[src/rtl/conv_job_scheduler.sv]
// Round-robin scheduler sharing one convolution engine between NREQ requesters.
// It clears and starts the engine, tags each output pixel for the result buffer and acks the job.

module conv_job_ack_lane #(
  parameter int ID  = 0,
  parameter int IDW = 2
) (
  input  logic           clk,
  input  logic           rst,
  input  logic           fire,
  input  logic [IDW-1:0] sel,
  output logic           ack
);
  always_ff @(posedge clk) begin
    if (rst) ack <= 1'b0;
    else     ack <= fire && (sel == IDW'(ID));
  end
endmodule

module conv_job_scheduler #(
  parameter int NREQ      = 4,
  parameter int ACC_WIDTH = 32,
  parameter int HEIGHT    = 4,
  parameter int WIDTH     = 4,
  parameter int K         = 2,
  parameter int TIMEOUT   = 1024
) (
  input  logic                                        clk,
  input  logic                                        rst,
  input  logic [NREQ-1:0]                             req,
  output logic [NREQ-1:0]                             ack,
  output logic                                        err,
  output logic                                        timed_out,
  output logic                                        busy,
  output logic                                        eng_rst,
  output logic                                        eng_start,
  output logic [$clog2(NREQ)-1:0]                     eng_sel,
  input  logic                                        eng_done,
  input  logic                                        eng_out_valid,
  input  logic [ACC_WIDTH-1:0]                        eng_out_pixel,
  output logic                                        wr_en,
  output logic [$clog2(NREQ)-1:0]                     wr_id,
  output logic [$clog2((HEIGHT-K+1)*(WIDTH-K+1)+1)-1:0] wr_addr,
  output logic [ACC_WIDTH-1:0]                        wr_data
);
  localparam int NPIX = (HEIGHT-K+1)*(WIDTH-K+1);
  localparam int IDW  = $clog2(NREQ);
  localparam int PW   = $clog2(NPIX+1);
  localparam int TW   = $clog2(TIMEOUT);

  typedef enum logic [2:0] {IDLE, CLEAR, LAUNCH, RUN, FINISH} state_t;

  typedef struct packed {
    logic                 en;
    logic [IDW-1:0]       id;
    logic [PW-1:0]        addr;
    logic [ACC_WIDTH-1:0] data;
  } wr_t;

  state_t         state, state_n;
  logic [IDW-1:0] last_grant, last_grant_n, sel_q, sel_n, winner, cand;
  logic [PW-1:0]  pix_cnt, pix_cnt_n;
  logic [TW-1:0]  tmo_cnt, tmo_cnt_n;
  logic           over, over_n, found, fire;
  logic           busy_q, busy_n, erst_q, erst_n, estart_q, estart_n;
  logic           err_q, err_n, tmo_q, tmo_n;
  wr_t            wr_q, wr_n;

  // Scan starts just past the last grant so a held request yields to others.
  always_comb begin
    winner = last_grant;
    found  = 1'b0;
    cand   = last_grant;
    for (int i = 0; i < NREQ; i++) begin
      cand = (cand == IDW'(NREQ-1)) ? '0 : cand + IDW'(1);
      if (!found && req[cand]) begin
        winner = cand;
        found  = 1'b1;
      end
    end
  end

  always_comb begin
    state_n      = state;
    last_grant_n = last_grant;
    sel_n        = sel_q;
    pix_cnt_n    = pix_cnt;
    over_n       = over;
    tmo_cnt_n    = tmo_cnt;
    busy_n       = busy_q;
    erst_n       = 1'b0;
    estart_n     = 1'b0;
    err_n        = 1'b0;
    tmo_n        = 1'b0;
    fire         = 1'b0;
    wr_n         = wr_q;
    wr_n.en      = 1'b0;
    case (state)
      IDLE: begin
        busy_n = 1'b0;
        if (found) begin
          sel_n        = winner;
          last_grant_n = winner;
          busy_n       = 1'b1;
          pix_cnt_n    = '0;
          over_n       = 1'b0;
          tmo_cnt_n    = '0;
          erst_n       = 1'b1;
          state_n      = CLEAR;
        end
      end
      CLEAR: begin
        estart_n = 1'b1;
        state_n  = LAUNCH;
      end
      LAUNCH: state_n = RUN;
      RUN: begin
        tmo_cnt_n = tmo_cnt + TW'(1);
        if (eng_out_valid) begin
          wr_n = '{en: 1'b1, id: sel_q, addr: pix_cnt, data: eng_out_pixel};
          // Address saturates at NPIX; surplus pixels are remembered as overflow.
          if (pix_cnt == PW'(NPIX)) over_n = 1'b1;
          else                      pix_cnt_n = pix_cnt + PW'(1);
        end
        if (eng_done || tmo_cnt == TW'(TIMEOUT-1)) begin
          fire    = 1'b1;
          tmo_n   = !eng_done;
          err_n   = !eng_done || over_n || (pix_cnt_n != PW'(NPIX));
          state_n = FINISH;
        end
      end
      FINISH: begin
        busy_n  = 1'b0;
        state_n = IDLE;
      end
      default: state_n = IDLE;
    endcase
  end

  always_ff @(posedge clk) begin
    if (rst) begin
      state      <= IDLE;
      last_grant <= IDW'(NREQ-1);
      sel_q      <= '0;
      pix_cnt    <= '0;
      over       <= 1'b0;
      tmo_cnt    <= '0;
      busy_q     <= 1'b0;
      erst_q     <= 1'b0;
      estart_q   <= 1'b0;
      err_q      <= 1'b0;
      tmo_q      <= 1'b0;
      wr_q       <= '0;
    end else begin
      state      <= state_n;
      last_grant <= last_grant_n;
      sel_q      <= sel_n;
      pix_cnt    <= pix_cnt_n;
      over       <= over_n;
      tmo_cnt    <= tmo_cnt_n;
      busy_q     <= busy_n;
      erst_q     <= erst_n;
      estart_q   <= estart_n;
      err_q      <= err_n;
      tmo_q      <= tmo_n;
      wr_q       <= wr_n;
    end
  end

  for (genvar g = 0; g < NREQ; g++) begin : g_ack
    conv_job_ack_lane #(.ID(g), .IDW(IDW)) u_lane (
      .clk  (clk),
      .rst  (rst),
      .fire (fire),
      .sel  (sel_q),
      .ack  (ack[g])
    );
  end

  assign err       = err_q;
  assign timed_out = tmo_q;
  assign busy      = busy_q;
  assign eng_rst   = erst_q;
  assign eng_start = estart_q;
  assign eng_sel   = sel_q;
  assign wr_en     = wr_q.en;
  assign wr_id     = wr_q.id;
  assign wr_addr   = wr_q.addr;
  assign wr_data   = wr_q.data;
endmodule

[config.mk]
export PLATFORM = sky130hd
export DESIGN_NAME = conv_job_scheduler
export DESIGN_NICKNAME = d
export VERILOG_FILES = /design/src/rtl/conv_job_scheduler.sv
export SDC_FILE = /design/constraint.sdc
export NUM_CORES = 1
export LEC_CHECK = 0
export ABC_AREA = 1
export CAP_MARGIN = 20
export CORE_ASPECT_RATIO = 0.75
export CORE_MARGIN = 4
export CORE_UTILIZATION = 47
export CTS_CLUSTER_SIZE = 14
export DETAILED_ROUTE_END_ITERATION = 12
export PLACE_DENSITY = 0.78
export SLEW_MARGIN = 20
export SYNTH_ARGS = -nofsm -noshare
export SYNTH_HDL_FRONTEND = slang
export SYNTH_SLANG_ARGS = --single-unit
[constraint.sdc]
create_clock -name clk -period 2.4 [get_ports clk]
set_input_delay 0.24 -clock clk [delete_from_list [all_inputs] [get_ports clk]]
set_output_delay 0.24 -clock clk [all_outputs]
set_load 0.02 [all_outputs]
==> impl_metrics.env, run 1 <==
export IMPL_io_pins=90
export IMPL_maximum_buffer_depth_of_the_clock_tree=2
export IMPL_synth_yosys_warnings=0
export IMPL_timing_critical_path_arrival_ns=2.36
export IMPL_yosysUniqueCellTypes=29
export IMPL_clockRootBuffer="sky130_fd_sc_hd__clkbuf_8"
export IMPL_globalRouteOverflowTotal=0
export IMPL_power_uw=3570
export IMPL_fmaxAchievable_mhz=476
export IMPL_cts_buffer_count=9
export IMPL_cell_with_the_largest_stage_delay_on_the_worst_path="sky130_fd_sc_hd__ha_1"
export IMPL_drt_initial_drc_count=149
export IMPL_post_route_cells_drive_above_1_share_pct=11.4
export IMPL_power_density_nw_per_um2=841
export IMPL_avgSynthCellArea_um2=7.43
export IMPL_synth_cell_area_um2=3130
export IMPL_grt_pass1_vias=2827
export IMPL_start_util_pct=49.1
export IMPL_detailed_place_hpwl_mm=5.63
export IMPL_grt_setup_unrepaired="false"
export IMPL_leakage_uw=0.00155
export IMPL_h_tree_depth=3
export IMPL_routed_via_count=3035
export IMPL_worst_ir_drop_vdd_v=0.000495
export IMPL_die_w_um=102
export IMPL_yosysTopAreaCellShare_pct=44.7
export IMPL_die_area_um2=8050
export IMPL_wire_length_of_the_first_global_routing_pass_mm=13.0
export IMPL_top_layer_used="met4"
export IMPL_worst_setup_path_start_kind="register"
export IMPL_post_route_period_util_pct=87.5
export IMPL_setup_total_negative_slack_ns=0
export IMPL_groute_usage_overall_pct=20.0
export IMPL_postRouteWirelength_mm=7.91
export IMPL_timing_setup_critical_path_class="reg2reg"
export IMPL_number_of_antenna_violations_at_the_first_check_in_global_routing=0
export IMPL_drt_antenna_violating_nets=0
export IMPL_synth_nets=466
export IMPL_transition_time_of_the_tightest_slew_check_pin_ns=0.629
export IMPL_dominant_cell_type_by_count_on_the_critical_path="sky130_fd_sc_hd__nand2_1"
export IMPL_critical_path_max_stage_delay_ns=0.41
export IMPL_synth_yosys_seq_area_share_pct=44.7
export IMPL_crit_required_ns=2.66
export IMPL_finalNetCount=548
export IMPL_finish_instance_area_um2=4240
export IMPL_tritoncts_num_sinks=70
export IMPL_port_buffers=89
export IMPL_largest_net_degree_at_the_start_of_global_routing=56
export IMPL_die_height_um=78.7
export IMPL_gp_congestion=0.859
export IMPL_met2RoutedLength_mm=3.63
export IMPL_crit_path_cell_chain="ha_1 > inv_1 > nand2_1 > nand2_2 > nand2_1 > nand2_4 > nand4_4 > a21oi_4 > buf_4 > nand2_1 > a21oi_1"
export IMPL_post_synth_main_area_contributors="sky130_fd_sc_hd__dfxtp_1 45%, sky130_fd_sc_hd__nand2_1 11%, sky130_fd_sc_hd__nand3_1 10%, sky130_fd_sc_hd__a21oi_1 8.3%, sky130_fd_sc_hd__inv_1 3.8%"
export IMPL_finalHoldViolCount=0
export IMPL_maxSlewHeadroom_pct=58.1
export IMPL_crit_buf_inv=2
export IMPL_drc=0
export IMPL_synth_seq_cells=70
export IMPL_insertedDiodeCount=0
export IMPL_cts_reportedPaths_clkPinSlew_ns=0.07
export IMPL_area_growth_syn_to_layout_pct=35.2
export IMPL_worst_path_max_fanout=12
export IMPL_final_max_slew_viol_count=0
export IMPL_cts_tree="done"
export IMPL_rows=25
export IMPL_synth_top_cell_by_area="sky130_fd_sc_hd__dfxtp_1"
export IMPL_setup_viol=0
export IMPL_synthesis_instances=422
export IMPL_clock_latency_late_sink_ns=0.34
export IMPL_holdCritPathClass="in2reg"
export IMPL_final_period_minus_worst_setup_slack_ns=2.10
export IMPL_worst_path_dominant_cell_family="simple AND/OR/NAND/NOR gates"
export IMPL_placeableCoreArea_um2=6380
export IMPL_dr_wl_met3_um=526
export IMPL_detailedRoute_firstPassIterationCount=4
export IMPL_run_status="complete, no violations"
export IMPL_clock_skew_ns=0.0124
export IMPL_placed_area_um2=4060
export IMPL_wl_met1_mm=3.69
export IMPL_drt_vias_per_instance=5.14
export IMPL_worst_setup_path_end_kind="register"
export IMPL_drv_max_cap_violation_count=0
export IMPL_route_detailed_wl_per_inst_um=13.4
[Yosys cell counts, drive strengths merged]
| cell | count |
|---|---|
| a21oi | 63 |
| buf | 9 |
| clkbuf | 16 |
| clkinv | 1 |
| dfxtp | 70 |
| ha | 4 |
| inv | 33 |
| nand2 | 112 |
| nand3 | 63 |
| nand4 | 5 |
| nor2 | 20 |
| nor3 | 6 |
| o211ai | 1 |
| o21ai | 12 |
| o21bai | 1 |
| o22ai | 1 |
| or2 | 2 |
| xor2 | 3 |
[layout by cell type (no fill, tap or decap), types with 2 or more instances in the layout]
| master | instances |
|---|---|
| sky130_fd_sc_hd__o21ai_0 | 12 |
| sky130_fd_sc_hd__clkbuf_1 | 2 |
| sky130_fd_sc_hd__inv_1 | 32 |
| sky130_fd_sc_hd__nand2_1 | 94 |
| sky130_fd_sc_hd__clkdlybuf4s50_1 | 88 |
| sky130_fd_sc_hd__nand2_2 | 17 |
| sky130_fd_sc_hd__xor2_1 | 3 |
| sky130_fd_sc_hd__nor2_1 | 18 |
| sky130_fd_sc_hd__ha_1 | 4 |
| sky130_fd_sc_hd__nand4_1 | 4 |
| sky130_fd_sc_hd__nor2_4 | 2 |
| sky130_fd_sc_hd__dfxtp_1 | 69 |
| sky130_fd_sc_hd__a21oi_1 | 52 |
| sky130_fd_sc_hd__buf_4 | 7 |
| sky130_fd_sc_hd__nor3_1 | 6 |
| sky130_fd_sc_hd__or2_2 | 2 |
| sky130_fd_sc_hd__clkinv_2 | 4 |
| sky130_fd_sc_hd__clkbuf_8 | 9 |
| sky130_fd_sc_hd__nand3_1 | 63 |
| sky130_fd_sc_hd__a21oi_2 | 10 |
[cell type report]
type,count,area [um^2]
repair buffers,96,938
fillers,569,2140
inverters,34,128
well taps,81,101
clock buffers,11,131
clock inverters,5,50.0
flip-flops and latches,70,1400
multi-input cells,293,1490
[path summary, 6_finish.rpt]
kind	startpoint	end	slack [ns]	cells past startpoint
worst min-delay path	rst	wr_addr[1]$_SDFFE_PP0P_	0.37	4
worst max register to register	last_grant[0]$_SDFFE_PP1P_	tmo_cnt[9]$_SDFFE_PP0P_	0.30	11
worst min register to register	state[1]$_SDFFE_PP0P_	eng_start$_SDFF_PP0_	0.43	1
worst max-delay path	last_grant[0]$_SDFFE_PP1P_	tmo_cnt[9]$_SDFFE_PP0P_	0.30	11
[routing by layer]
metal  GRT usage (%)  vias up
met4            6.68        0
li1                -     1548
met5               0        -
met1            26.3     1404
met2            31.5       79
met3            5.97        4
[where the power goes]
group / switching, uW / internal (uW)
logic: 877 / 471
clock network: 421 / 474
registers: 79.2 / 1240
[tightest hold or removal path, stage by stage]
cell                       delay [ns]
sky130_fd_sc_hd__buf_2           0.11
sky130_fd_sc_hd__clkinv_1        0.16
sky130_fd_sc_hd__nand3_1         0.09
sky130_fd_sc_hd__o21ai_0         0.07
[state kept, by name (all words and copies together) (netlist names)]
register,count
wr_data,32
tmo_cnt,10
g_ack.u_lane.ack,4
pix_cnt,4
wr_addr,4
state,3
eng_sel,2
last_grant,2
wr_id,2
busy,1
eng_rst,1
eng_start,1
err,1
over,1
timed_out,1
wr_en,1
[timing repair]
item / in CTS / in global routing
hold buffers: 0 / 0
endpoints found under the setup margin: 0 / 1
gates resized for setup: 0 / 1
hold endpoints to repair: 0 / 0
setup buffers: 0 / 0
[cells by family (layout without fill, tap and decap cells)]
kind of cell	after synthesis	count (layout)	share of synthesized area (%)
DFF	70	70	44.7
AOI/OAI and AO/OA	78	78	14.2
buffers and inverters	59	146	8.02
xor gates and xnor gates	3	3	0.838
and+or+nand+nor	208	208	30.6
adders and majority gates	4	4	1.60
[metrics by stage]
step	utilization (%)	setup WS (ns)	instances	hold slack, ns
floorplan	-	0.540	422	0.312
global placement	63.5	0.364	574	0.424
detailed placement	63.5	0.249	574	0.431
CTS	66.4	0.232	590	0.355
global route	66.4	0.0804	590	0.408
finish	66.4	0.300	590	0.366
No activity file was read; power rests on OpenSTA's default activity.
==> inputs of run 2 (changes only) <==
Settings changed: CORE_ASPECT_RATIO 0.75 to 1.4.
==> run 2 against run 1 <==
Compared with the run above:
- fmax is 1.1% lower
- cell count is 1.4% lower
- power is 2.9% higher
- via count is 1.6% lower
- setup slack worse by 0.022 ns
- first-iteration DRC count is 22% lower
- sequential share of layout area is 0.24 points lower
- clock skew hardly changed
- critical path type unchanged
==> impl_metrics.env, run 2 (synthesis gave the netlist of run 1 again) <==
export IMPL_worstSetupEndpoint="tmo_cnt[9]$_SDFFE_PP0P_"
export IMPL_cts_repair_timing_setup_buffer_count=0
export IMPL_port_buffers=89
export IMPL_finalHoldViolCount=0
export IMPL_drc=0
export IMPL_rows=34
export IMPL_routed_via_count=2987
export IMPL_detailed_place_hpwl_mm=5.63
export IMPL_placed_cells=566
export IMPL_final_max_slew_viol_count=0
export IMPL_post_route_cells_drive_above_1_share_pct=11.6
export IMPL_holdCritPathClass="in2reg"
export IMPL_drt_antenna_violating_nets=0
export IMPL_h_tree_depth=3
export IMPL_gp_congestion=0.918
export IMPL_worst_ir_drop_vdd_v=0.000628
export IMPL_cts_reportedPaths_clkPinSlew_ns=0.08
export IMPL_drv_max_cap_violation_count=0
export IMPL_insertedDiodeCount=0
export IMPL_clock_skew_ns=0.0121
export IMPL_clockRootBuffer="sky130_fd_sc_hd__clkbuf_8"
export IMPL_globalRouteOverflowTotal=0
export IMPL_fmaxAchievable_mhz=471
export IMPL_stdcell_count=582
export IMPL_postRouteWirelength_mm=7.78
export IMPL_maximum_buffer_depth_of_the_clock_tree=2
export IMPL_worst_setup_path_end_kind="register"
export IMPL_grt_setup_unrepaired="false"
export IMPL_worst_setup_path_start_kind="register"
export IMPL_worstReg2RegStart="last_grant[0]$_SDFFE_PP1P_"
export IMPL_io_pins=90
export IMPL_die_area_um2=8060
export IMPL_placeableCoreArea_um2=6340
export IMPL_clock_latency_late_sink_ns=0.34
export IMPL_wire_length_of_the_first_global_routing_pass_mm=13.0
export IMPL_finalNetCount=549
export IMPL_most_common_layout_cells="94 x sky130_fd_sc_hd__nand2_1, 88 x sky130_fd_sc_hd__clkdlybuf4s50_1, 70 x sky130_fd_sc_hd__dfxtp_1"
export IMPL_crit_required_ns=2.67
export IMPL_largest_net_degree_at_the_start_of_global_routing=56
export IMPL_worst_path_max_fanout=12
export IMPL_leakage_uw=0.00157
export IMPL_setup_total_negative_slack_ns=0
export IMPL_fillers=515
export IMPL_cts_tree="done"
export IMPL_tritoncts_num_sinks=70
export IMPL_area_growth_syn_to_layout_pct=36.1
export IMPL_cts_buffer_count=9
export IMPL_drt_vias_per_instance=5.13
export IMPL_setup_reg_to_reg_worst_slack_ns=0.28
export IMPL_transition_time_of_the_tightest_slew_check_pin_ns=0.632
export IMPL_number_of_antenna_violations_at_the_first_check_in_global_routing=0
export IMPL_setup_viol=0
export IMPL_grt_pass1_vias=2912
export IMPL_largest_register_ff_count=32
export IMPL_groute_usage_overall_pct=19.6
export IMPL_maxSlewHeadroom_pct=57.9
export IMPL_cts_repair_resized=0
export IMPL_route_detailed_wl_per_inst_um=13.4
export IMPL_timing_setup_critical_path_class="reg2reg"
export IMPL_drt_initial_drc_count=116
export IMPL_run_status="complete, no violations"
export IMPL_cts_hold_repair_buffers=0
export IMPL_die_w_um=77.0
export IMPL_timing_rr_end="tmo_cnt[9]$_SDFFE_PP0P_"
export IMPL_post_route_period_util_pct=88.5
export IMPL_die_height_um=105
export IMPL_reg2regPathDepth=11
export IMPL_start_util_pct=49.4
export IMPL_final_common_cell="sky130_fd_sc_hd__nand2_1"
export IMPL_power_density_nw_per_um2=860
export IMPL_detailedRoute_firstPassIterationCount=4
export IMPL_timing_critical_path_arrival_ns=2.40
export IMPL_final_period_minus_worst_setup_slack_ns=2.12
export IMPL_crit_path_start="last_grant[0]$_SDFFE_PP1P_"
## run 2: worst max-delay path, stage by stage (launching register included)
cell,delay [ns]
sky130_fd_sc_hd__dfxtp_1,0.46
sky130_fd_sc_hd__ha_1,0.34
sky130_fd_sc_hd__inv_1,0.20
sky130_fd_sc_hd__nand2_1,0.09
sky130_fd_sc_hd__nand2_2,0.09
sky130_fd_sc_hd__nand2_1,0.08
sky130_fd_sc_hd__nand2_4,0.11
sky130_fd_sc_hd__nand4_4,0.10
sky130_fd_sc_hd__a21oi_4,0.13
sky130_fd_sc_hd__buf_4,0.23
sky130_fd_sc_hd__nand2_1,0.09
sky130_fd_sc_hd__a21oi_1,0.13
## run 2: per-stage QoR
| step | area [um^2] | worst slack [ns] | total power, uW | hold WS, ns | util, % |
|---|---|---|---|---|---|
| floorplan | 3130 | 0.540 | 2310 | 0.312 | - |
| global placement | 4050 | 0.397 | 2630 | 0.421 | 63.9 |
| detailed placement | 4050 | 0.299 | 2660 | 0.430 | 63.9 |
| CTS | 4270 | 0.289 | 3690 | 0.350 | 67.3 |
| global route | 4270 | 0.0765 | 3900 | 0.376 | 67.3 |
| finish | 4270 | 0.277 | 3670 | 0.358 | 67.3 |
## run 2: cell type report
cell class | count | area [um^2] | share of cell area, %
Sequential cell | 70 | 1400 | 32.9
Clock inverter | 6 | 86.3 | 2.02
Timing Repair Buffer | 97 | 946 | 22.2
Multi-Input combinational cell | 293 | 1490 | 34.8
Clock buffer | 10 | 128 | 2.99
Inverter | 34 | 128 | 2.99
Tap cell | 72 | 90.1 | 2.11
## run 2: where the power goes
part / switching (uW) / internal (uW) / leakage [uW]
Combinational: 849 / 470 / 0.000894
Clock: 448 / 584 / 0.000106
Sequential: 75.2 / 1240 / 0.000567
Total: 1370 / 2300 / 0.00157
## run 2: routing by layer
metal / part of all wire, % / vias to the layer above / wire length [um] / GRT usage (%)
met5: 0 / - / 0 / 0
met4: 1.2 / 0 / 96 / 4.96
met3: 9.1 / 7 / 710 / 9.72
met2: 49 / 86 / 3840 / 34.2
met1: 40 / 1348 / 3130 / 21.0
li1: - / 1546 / - / -
## run 2: worst min path at each step
stage	startpoint	to	slack, ns	depth (start not counted)
floorplan	eng_done	timed_out$_SDFF_PP0_	0.31	1
global placement	state[1]$_SDFFE_PP0P_	eng_start$_SDFF_PP0_	0.42	1
detailed placement	state[1]$_SDFFE_PP0P_	eng_start$_SDFF_PP0_	0.43	1
CTS	rst	wr_addr[1]$_SDFFE_PP0P_	0.35	4
global route	rst	wr_addr[1]$_SDFFE_PP0P_	0.38	4
finish	rst	wr_addr[1]$_SDFFE_PP0P_	0.36	4
==> inputs of run 3 (changes only) <==
Settings changed: PLACE_DENSITY 0.78 to not set, PLACE_DENSITY_LB_ADDON set to 0.12.
==> run 3 against run 2 <==
Compared with the run above:
- global-route usage increased by 0.86 points
- core utilization increased by 0.12 points
- non-clock buffer count stayed put
- register-to-register slack hardly changed
- clock skew shrank 0.0012 ns
- critical endpoint unchanged
- highest routed layer unchanged
==> impl_metrics.env, run 3 (synthesis gave the netlist of run 1 again) <==
export IMPL_run_status="complete, no violations"
export IMPL_clockRootBuffer="sky130_fd_sc_hd__clkbuf_8"
export IMPL_die_area_um2=8060
export IMPL_placed_area_um2=4050
export IMPL_fillers=549
export IMPL_finalHoldViolCount=0
export IMPL_setup_total_negative_slack_ns=0
export IMPL_grt_setup_unrepaired="false"
export IMPL_cts_reportedPaths_clkPinSlew_ns=0.08
export IMPL_stdcell_count=582
export IMPL_transition_time_of_the_tightest_slew_check_pin_ns=0.645
export IMPL_drc=0
export IMPL_largest_net_degree_at_the_start_of_global_routing=56
export IMPL_grt_pass1_vias=3016
export IMPL_detailedRoute_firstPassIterationCount=4
export IMPL_worst_ir_drop_vdd_v=0.000585
export IMPL_gp_congestion=0.865
export IMPL_detailed_place_hpwl_mm=5.56
export IMPL_most_common_layout_cells="94 x sky130_fd_sc_hd__nand2_1, 88 x sky130_fd_sc_hd__clkdlybuf4s50_1, 70 x sky130_fd_sc_hd__dfxtp_1"
export IMPL_h_tree_depth=3
export IMPL_number_of_antenna_violations_at_the_first_check_in_global_routing=0
export IMPL_post_route_cells_drive_above_1_share_pct=11.6
export IMPL_leakage_uw=0.00157
export IMPL_fmaxAchievable_mhz=470
export IMPL_holdCritPathClass="in2reg"
export IMPL_clock_skew_ns=0.0109
export IMPL_insertedDiodeCount=0
export IMPL_drv_max_cap_violation_count=0
export IMPL_cell_with_the_largest_stage_delay_on_the_worst_path="sky130_fd_sc_hd__dfxtp_1"
export IMPL_cts_buffer_count=9
export IMPL_cts_tree="done"
export IMPL_rows=34
export IMPL_setup_viol=0
export IMPL_final_common_cell="sky130_fd_sc_hd__nand2_1"
export IMPL_drt_initial_drc_count=82
export IMPL_timing_setup_critical_path_class="reg2reg"
export IMPL_cts_repair_resized=0
export IMPL_post_place_ws_ns=0.293
export IMPL_power_density_nw_per_um2=864
export IMPL_crit_path_cell_chain="ha_1 > inv_1 > nand2_1 > nand2_2 > nand2_1 > nand2_4 > nand4_4 > a21oi_4 > buf_4 > nand2_1 > a21oi_1"
export IMPL_clock_latency_late_sink_ns=0.34
export IMPL_worst_setup_path_end_kind="register"
export IMPL_post_route_period_util_pct=88.6
export IMPL_cts_hold_repair_buffers=0
export IMPL_drt_antenna_violating_nets=0
export IMPL_route_detailed_wl_per_inst_um=13.4
export IMPL_crit_required_ns=2.66
export IMPL_die_w_um=77.0
export IMPL_drt_vias_per_instance=5.22
export IMPL_groute_usage_overall_pct=20.4
export IMPL_largest_register_ff_count=32
export IMPL_area_growth_syn_to_layout_pct=36.3
export IMPL_maxSlewHeadroom_pct=57.0
export IMPL_port_buffers=89
export IMPL_final_max_slew_viol_count=0
export IMPL_worst_setup_path_start_kind="register"
export IMPL_routed_via_count=3037
export IMPL_finalNetCount=549
export IMPL_postRouteWirelength_mm=7.83
export IMPL_dominant_cell_type_by_count_on_the_critical_path="sky130_fd_sc_hd__nand2_1"
export IMPL_maximum_buffer_depth_of_the_clock_tree=2
export IMPL_die_height_um=105
export IMPL_globalRouteOverflowTotal=0
export IMPL_start_util_pct=49.4
export IMPL_cts_repair_timing_setup_buffer_count=0
export IMPL_placed_cells=566
export IMPL_finish_instance_area_um2=4270
export IMPL_io_pins=90
export IMPL_least_setup_slack_across_all_paths_after_layout_ns=0.274
export IMPL_timing_critical_path_arrival_ns=2.39
export IMPL_wire_length_of_the_first_global_routing_pass_mm=13.6
export IMPL_critical_path_max_stage_delay_ns=0.46
export IMPL_placeableCoreArea_um2=6340
export IMPL_tritoncts_num_sinks=70
export IMPL_worst_path_max_fanout=12
export IMPL_final_period_minus_worst_setup_slack_ns=2.13
-- run 3: metal layers --
layer  track usage (%)  wire length, um  up-vias  part of all wire (%)
li1                  -                -     1548                     -
met1              23.0             3210     1391                    41
met2              35.3             3930       86                    50
met3              7.31              579       12                   7.4
met4              7.38              107        0                   1.4
met5                 0                0        -                     0
-- run 3: path summary, 6_finish.rpt --
check	start	end	slack [ns]	cells after the start
setup / recovery	last_grant[0]$_SDFFE_PP1P_	tmo_cnt[9]$_SDFFE_PP0P_	0.27	11
hold / removal	rst	wr_addr[1]$_SDFFE_PP0P_	0.35	4
setup reg to reg	last_grant[0]$_SDFFE_PP1P_	tmo_cnt[9]$_SDFFE_PP0P_	0.27	11
hold reg to reg	state[1]$_SDFFE_PP0P_	eng_start$_SDFF_PP0_	0.45	1
-- run 3: final cells by class --
| type | instances | area, um^2 | share of cell area (%) |
|---|---|---|---|
| Multi-Input combinational cell | 293 | 1490 | 34.8 |
| Sequential cell | 70 | 1400 | 32.8 |
| Timing Repair Buffer | 97 | 946 | 22.1 |
| Clock buffer | 10 | 128 | 2.99 |
| Inverter | 34 | 128 | 2.99 |
| Clock inverter | 6 | 93.8 | 2.20 |
| Tap cell | 72 | 90.1 | 2.11 |
-- run 3: critical path: cells and delay by family, from the launching register on --
kind	cells	cell delay (ns)
DFF	1	0.46
buffers and inverters	2	0.42
and+or+nand+nor	6	0.54
AOI/OAI and AO/OA	2	0.25
adders and majority gates	1	0.35
-- run 3: per-stage QoR --
stage / utilization (%) / total power, uW / hold WS, ns
finish: 67.4 / 3690 / 0.346
global route: 67.4 / 3960 / 0.406
CTS: 67.4 / 3740 / 0.334
detailed placement: 63.9 / 2670 / 0.429
global placement: 63.9 / 2660 / 0.423
floorplan: - / 2310 / 0.312
-- run 3: where the power goes --
part	total (uW)	leakage (uW)	internal, uW	switching, uW
registers	1320	0.000567	1240	81.2
clock network	1060	0.000107	593	464
logic	1310	0.000894	472	842
total	3690	0.00157	2310	1390
